==> config.mk <==
export PLATFORM = sky130hd
export DESIGN_NAME = sample_block_writer
export DESIGN_NICKNAME = d
export VERILOG_FILES = /design/src/rtl/sample_block_writer.sv
export SDC_FILE = /design/constraint.sdc
export NUM_CORES = 1
export LEC_CHECK = 0
export ABC_AREA = 1
export CAP_MARGIN = 30
export CORE_MARGIN = 4
export CORE_UTILIZATION = 30
export DETAILED_ROUTE_END_ITERATION = 7
export GPL_TIMING_DRIVEN = 0
export PLACE_DENSITY = 0.55
export SLEW_MARGIN = 20
export SYNTH_ARGS = -nofsm -noshare
export SYNTH_HDL_FRONTEND = slang
export SYNTH_SLANG_ARGS = --single-unit
==> constraint.sdc <==
create_clock -name iClock -period 1.95 [get_ports iClock]
set_clock_uncertainty 0.1 [all_clocks]
set_input_delay 0.2925 -clock iClock [delete_from_list [all_inputs] [get_ports iClock]]
set_output_delay 0.2925 -clock iClock [all_outputs]
set_load 0.1 [all_outputs]
==> src/rtl/sample_block_writer.sv <==
// ---------------------------------------------------------------------------
// sample_block_writer
//
// Upstream stage of the encoder's 8192-word dual-write sample RAM. Each
// accepted sample pair is written in a single cycle through the RAM's two
// write ports. Samples are packed into blocks that alternate between the
// low half-buffer (base 0) and the high half-buffer (base HALF_BASE).
// Completed blocks are offered to the analysis stage through a valid/ack
// handshake, oldest first, with at most two blocks outstanding.
//
// Ports
//   iClock          clock, all logic on the rising edge
//   iReset          synchronous reset, active-high
//   iValid          sample pair valid
//   iSample1        even-index sample of the pair
//   iSample2        odd-index sample of the pair
//   iLast           with iValid: this pair closes the current block early
//   oReady          pair is accepted in a cycle where iValid && oReady
//   oWE1 / oWE2     RAM write enables (one cycle after the accept)
//   oWriteAddress1  RAM write address, port 1 (even sample)
//   oWriteAddress2  RAM write address, port 2 (odd sample)
//   oData1 / oData2 RAM write data
//   oBlockValid     a completed block is resident in RAM
//   oBlockBase      base address of the oldest completed block
//   oBlockLength    sample count of that block
//   iBlockAck       consumer has finished with the presented block
// ---------------------------------------------------------------------------
module sample_block_writer #(
    parameter int BLOCK_SIZE = 4096,
    parameter int HALF_BASE  = 4096
) (
    input  logic        iClock,
    input  logic        iReset,
    input  logic        iValid,
    input  logic [15:0] iSample1,
    input  logic [15:0] iSample2,
    input  logic        iLast,
    output logic        oReady,
    output logic        oWE1,
    output logic        oWE2,
    output logic [15:0] oWriteAddress1,
    output logic [15:0] oWriteAddress2,
    output logic [15:0] oData1,
    output logic [15:0] oData2,
    output logic        oBlockValid,
    output logic [15:0] oBlockBase,
    output logic [15:0] oBlockLength,
    input  logic        iBlockAck
);

    // Index of the pair that fills a block to BLOCK_SIZE samples.
    localparam logic [15:0] K_LAST    = 16'(BLOCK_SIZE / 2 - 1);
    localparam logic [15:0] HIGH_BASE = 16'(HALF_BASE);

    typedef enum logic {
        FILL  = 1'b0,
        STALL = 1'b1
    } state_t;

    // Word address of a half-buffer (0 = low, 1 = high).
    function automatic logic [15:0] half_base(input logic half);
        return half ? HIGH_BASE : 16'd0;
    endfunction

    // Sample count of a block whose last accepted pair had index k.
    function automatic logic [15:0] block_length(input logic [15:0] k);
        return (k << 1) + 16'd2;
    endfunction

    state_t      state;
    logic        fill_half;      // half currently being written
    logic        read_half;      // half holding the oldest completed block
    logic [1:0]  full_q;         // per-half: completed block resident in RAM
    logic [15:0] len_q [2];      // per-half: length of its completed block
    logic [15:0] pair_cnt;       // pair index k within the block being filled

    // Completion travels one stage behind the accept so the block only
    // becomes visible once its last pair has been written to RAM.
    logic        blk_vld_p1;
    logic        blk_half_p1;
    logic [15:0] blk_len_p1;

    logic        accept;
    logic        ack_take;
    logic        complete;
    logic        next_half;
    logic        next_blocked;
    logic        fill_free;
    logic [15:0] wr_addr;
    logic [15:0] blk_len;

    always_comb begin
        accept    = iValid && oReady;
        // An ack only counts while a block is actually being presented.
        ack_take  = iBlockAck && full_q[read_half];
        complete  = accept && (iLast || (pair_cnt == K_LAST));
        next_half = ~fill_half;
        wr_addr   = half_base(fill_half) + (pair_cnt << 1);
        blk_len   = block_length(pair_cnt);

        // A half is busy while its block is resident or still in the write
        // stage; an ack on this same edge releases the read half.
        next_blocked = (full_q[next_half] ||
                        (blk_vld_p1 && (blk_half_p1 == next_half))) &&
                       !(ack_take && (read_half == next_half));

        fill_free = !(full_q[fill_half] ||
                      (blk_vld_p1 && (blk_half_p1 == fill_half))) ||
                    (ack_take && (read_half == fill_half));
    end

    // ---- stage p0 -> p1: accept, RAM write, block bookkeeping ----
    always_ff @(posedge iClock) begin
        if (iReset) begin
            state          <= FILL;
            oReady         <= 1'b0;
            fill_half      <= 1'b0;
            read_half      <= 1'b0;
            full_q         <= 2'b00;
            len_q[0]       <= 16'd0;
            len_q[1]       <= 16'd0;
            pair_cnt       <= 16'd0;
            blk_vld_p1     <= 1'b0;
            blk_half_p1    <= 1'b0;
            blk_len_p1     <= 16'd0;
            oWE1           <= 1'b0;
            oWE2           <= 1'b0;
            oWriteAddress1 <= 16'd0;
            oWriteAddress2 <= 16'd0;
            oData1         <= 16'd0;
            oData2         <= 16'd0;
        end else begin
            // RAM write port: enables pulse per accept, address/data hold.
            oWE1 <= accept;
            oWE2 <= accept;
            if (accept) begin
                oWriteAddress1 <= wr_addr;
                oWriteAddress2 <= wr_addr + 16'd1;
                oData1         <= iSample1;
                oData2         <= iSample2;
            end

            blk_vld_p1 <= complete;
            if (complete) begin
                blk_half_p1 <= fill_half;
                blk_len_p1  <= blk_len;
            end

            // ---- stage p1 -> p2: block becomes visible after its RAM write ----
            if (ack_take) begin
                full_q[read_half] <= 1'b0;
                read_half         <= ~read_half;
            end
            if (blk_vld_p1) begin
                full_q[blk_half_p1] <= 1'b1;
                len_q[blk_half_p1]  <= blk_len_p1;
            end

            if (accept) begin
                if (complete) begin
                    pair_cnt  <= 16'd0;
                    fill_half <= ~fill_half;
                end else begin
                    pair_cnt <= pair_cnt + 16'd1;
                end
            end

            case (state)
                FILL: begin
                    if (complete && next_blocked) begin
                        state  <= STALL;
                        oReady <= 1'b0;
                    end else begin
                        oReady <= 1'b1;
                    end
                end
                STALL: begin
                    if (fill_free) begin
                        state  <= FILL;
                        oReady <= 1'b1;
                    end else begin
                        oReady <= 1'b0;
                    end
                end
                default: begin
                    state  <= FILL;
                    oReady <= 1'b0;
                end
            endcase
        end
    end

    // Presentation side reflects the oldest resident block.
    assign oBlockValid  = full_q[read_half];
    assign oBlockBase   = half_base(read_half);
    assign oBlockLength = len_q[read_half];

endmodule
; Word-level counts from Yosys, hierarchy flattened
; Memories as Yosys holds them, arrays and structs flattened. A register that Yosys moved wholly into a read port is not among the register bits.
; Cells that the tools add are included.
[word_totals]
inputBits = 37
regBits = 105
latchBits = 0
mem_bits_rw = 32
romBits = 0
n_memories = 1
out_inout_bits = 100
[classes]
order_cmp = 6
eq_ne = 5
n_mul = 0
muxes = 32
bitwise = 6
n_reduce_logical = 19
add_sub_neg = 4
shifts = 0
n_div = 0
[mem_list]
columns = memory, depth, word_bits, rd, rd_ports_with_merged_regs, wr, line_no
row1 = len_q, 2, 16, 1, 1, 2, 74  ; logic [15:0] len_q [2];
[ops]
columns = cell, count
row1 = "adder 16 x 1 -> 16 bit, second input constant", 2
row2 = two-way mux 16 bit, 2
row3 = two-way mux 13 bit, 2
row4 = two-way mux 1 bit, 21
row5 = adder 13 x 16 -> 16 bit, 1
row6 = "adder 16 x 2 -> 16 bit, second input constant", 1
row7 = "== test 16 x 11 -> 1 bit, second input constant", 1
row8 = OR reduction 16 bit, 1
row9 = logical AND 1 bit, 11
row10 = "less-than comparator 1 x 2 -> 1 bit, second input constant", 4
row11 = two-way mux 2 bit, 3
row12 = == test 1 bit, 4
row13 = logical OR 1 bit, 4
row14 = case mux 1 bit (2 select lines), 2
row15 = NOT 1 bit, 3
row16 = AND 2 bit, 1
row17 = demux 1 bit (select 1 bit), 2
row18 = ">= comparator 1 bit, second input constant", 2
row19 = zero test 1 bit, 2
row20 = NOT 2 bit, 1
row21 = bitwise OR 2 bit, 1
row22 = AND reduction 2 bit, 1

; Depth between registers and ports, before layout
[logic_depth]
ltp_word = 10
depth_mapped = 12
mapped_depth_nobuf = 11

; Worst setup path after synthesis
; OpenSTA, ideal clock, no wires.
[synth_timing]
path_kind = register -> output
from = reg full_q[0]
to = out oBlockValid
n_path_buf = 0
arrival_ps = 2478
slack_ps = -921
stages_incl_launch_ff = 3
cell_sequence = dfxtp_1 > inv_1 > o21ai_0
[synth_between]
elab_chain_cells = 2
[synth_lines]
columns = element, line_no
row1 = from (decl), 73  ; logic [1:0] full_q;
row2 = from (signal assigned), 119  ; full_q <= 2'b00;
row3 = "from (signal, indexed assignment)", 151  ; full_q[read_half] <= 1'b0;
row4 = "from (signal, indexed assignment)", 155  ; full_q[blk_half_p1] <= 1'b1;
row5 = two-way mux 1 bit (not written as such) (2 in a row), 194  ; assign oBlockValid = full_q[read_half];
row6 = to (decl), 45  ; output logic oBlockValid,
; No other way between the ends. The select of a mux whose other input is x is not followed.

==> flow_metrics.tcl <==
set metrics [dict create \
    drt_iter0_drc 220 \
    synth_ff_type "dfxtp_1" \
    initial_core_util_pct 30.6 \
    drtAntennaViolNets 0 \
    outcome "completed" \
    hold_class "primary input to register" \
    post_route_cells_drive_above_1_share_pct 24.4 \
    vdd.ir_drop.worst_v 0.000669 \
    startpoint_type "register" \
    ys.warnings.count 0 \
    final_cell_mix "nor2_1, nand2_1, dfxtp_1" \
    cp.arrival_ns 1.49 \
    syn_area_per_cell_sq_um 8.29 \
    max_freq_ghz 0.532 \
    ios 137 \
    cts.sinks 119 \
    setup_violations 0 \
    clock_path_buffers 2 \
    finalCritPeriodShare_pct 96.3 \
    ys_ff_latch 119 \
    tightest_slew_ns 0.573 \
    syn_inst 610 \
    stdcell_count 996 \
    viasPerCell 4.31 \
    nets 803 \
    design_power_total_w 0.00734 \
    async_flop_share_pct 0 \
    design_area_sq_mm 0.00730 \
    overflow 0 \
    synth_enable_flop_cells 30 \
    placementRows 47 \
    area_growth_pct 44.4 \
    antennaDiodeCount 0 \
    core_area_sq_mm 0.0165 \
    gp_congestion 0.848 \
    nFillCells 1620 \
    ctsHoldBuffers 0 \
    die_w_um 138 \
    clk_latency_ns 0.42 \
    fin_ws_ns 0.0715 \
    hpwl_um 10000 \
    dp.cells 965 \
    antenna_found_initial 0 \
    dpl_cell_area_sq_mm 0.00658 \
    die-area_sq_mm 0.0190 \
    pwr_density_cell_mw_per_mm2 1010 \
    drt_first_pass_iters 5 \
    slew_headroom_pct 62.0 \
    grt_max_degree 17 \
    post_drt_wl_per_cell_um 13.5 \
    multi_input_area_sq_mm 0.00192 \
    post_cts_buffers 0 \
    final-hold-violation-count 0 \
    rsz0062_at_grt "false" \
    critPathRequiredTime_ns 1.56 \
    wirelength_um 13500 \
    cts_inserted_buffers 17 \
    ys_types 26 \
    post-route-drc-count 0 \
    ys_seq_area_share_pct 53.1 \
    track_usage_pct 14.9 \
    cap_violations 0 \
    cts_tree "yes" \
    path_max_fanout 10 \
    leakage_nw 2.87 \
    setup.worst_path.end_class "primary output" \
    final_common_cell "nor2_1" \
    vias 4292 \
    grt_pass1_wl_um 21900 \
    dpl_worst_slack_ns -0.904 \
    finalMaxSlewViolations 0 \
    grt_pass1_vias 4367 \
    cts_root_buf "clkbuf_16" \
    port_buffers 119 \
    die_y_um 138 \
    period_needed_ns 1.88 \
    worstSetupPathType "register to primary output" \
    seq_area_sq_mm 0.00269 \
    syn_area_sq_mm 0.00506 \
    htree_num_levels 4 \
    clk_pin_slew_worst_paths_ns 0.05 \
]
-- layout make-up --
class	instances	area share (%)
Sequential cell	119	36.8
Clock buffer	24	6.32
Multi-Input combinational cell	404	26.3
Timing Repair Buffer	119	17.3
Inverter	40	2.06
Clock inverter	8	2.02
Buffer	62	5.45
Tap cell	220	3.77
-- registers in the layout, summed over array words and instances (netlist names), named ones only --
register        count
blk_half_p1         1
blk_len_p1         15
blk_vld_p1          1
fill_half           1
full_q              2
len_q              30
oData1             16
oData2             16
oReady              1
oWE2                1
oWriteAddress1      1
oWriteAddress2     15
pair_cnt           16
read_half           1
state               1
-- logic make-up (layout without fill, tap and decap cells) --
kind of cell | Yosys count | after routing | synth area share [%]
xor gates and xnor gates | 9 | 9 | 1.56
muxes | 15 | 15 | 3.34
AOI/OAI and AO/OA | 84 | 84 | 8.36
adders and majority gates | 3 | 3 | 0.742
other | 1 | 17 | 0.0742
buffers and inverters | 103 | 253 | 10.5
DFF | 119 | 119 | 53.1
and+or+nand+nor | 276 | 276 | 22.3
-- worst max-delay path, stage by stage (launching register included) --
cell	delay, ns
dfxtp_4	0.39
buf_8	0.15
mux2_2	0.36
buf_6	0.19
-- repair_timing --
action | CTS | global route
setup endpoints to repair | 116 | 59
gates resized for setup | 308 | 12
endpoints found under the hold margin | 0 | 0
-- cell usage after synthesis, types with 2 or more instances --
master    count  share of area (%)
buf_4        35                5.2
inv_1        35                2.6
nand2_4       2               0.45
xor2_1        5               0.87
o21ai_0      55                5.4
nand3_1      26                2.6
nand2_1      90                6.7
xnor2_1       4               0.69
inv_2         5               0.37
nand4_1       7               0.87
mux2_2       15                3.3
buf_1         5               0.37
nor2_4        2               0.45
nor2_1      143                 11
a21oi_1      28                2.8
ha_1          3               0.74
clkbuf_1     17                1.3
buf_2         5               0.49
edfxtp_1     30                 18
dfxtp_1      89                 35
nand2_2       4               0.49
-- worst paths after layout --
check	end	cells after the start	from	slack [ns]
setup / recovery	oBlockLength[5]	3	register	0.07
hold / removal	full_q[1]	2	iReset	0.29
setup reg to reg	blk_len_p1[2]	11	pair_cnt[1]	0.15
hold reg to reg	blk_len_p1[6]	2	blk_len_p1[6]	0.37
-- power by group --
part           leakage, nW  total, W  switching (W)  internal (W)
Combinational         1.55   0.00142        0.00111      0.000319
Clock                0.293   0.00324        0.00107       0.00217
Sequential            1.04   0.00268      0.0000544       0.00263
Total                 2.87   0.00734        0.00223       0.00512
-- layer usage --
metal	global-route usage [%]	up-vias	routed length (um)
met2	25.2	112	6580
met1	17.3	1940	5840
met4	6.31	0	187
met3	4.82	13	874
met5	0	-	0
li1	-	2227	-
-- stage by stage --
stage | hold slack [ns] | util (%) | TNS (ns)
2_1_floorplan | 0.292 | - | -0.163
3_3_place_gp | 0.363 | 39.8 | -55.25
3_5_place_dp | 0.361 | 39.8 | -59.22
4_1_cts | 0.370 | 44.0 | 0
5_1_grt | 0.302 | 44.2 | 0
6_report | 0.286 | 44.2 | 0
Power figures use the tool's default switching activity.
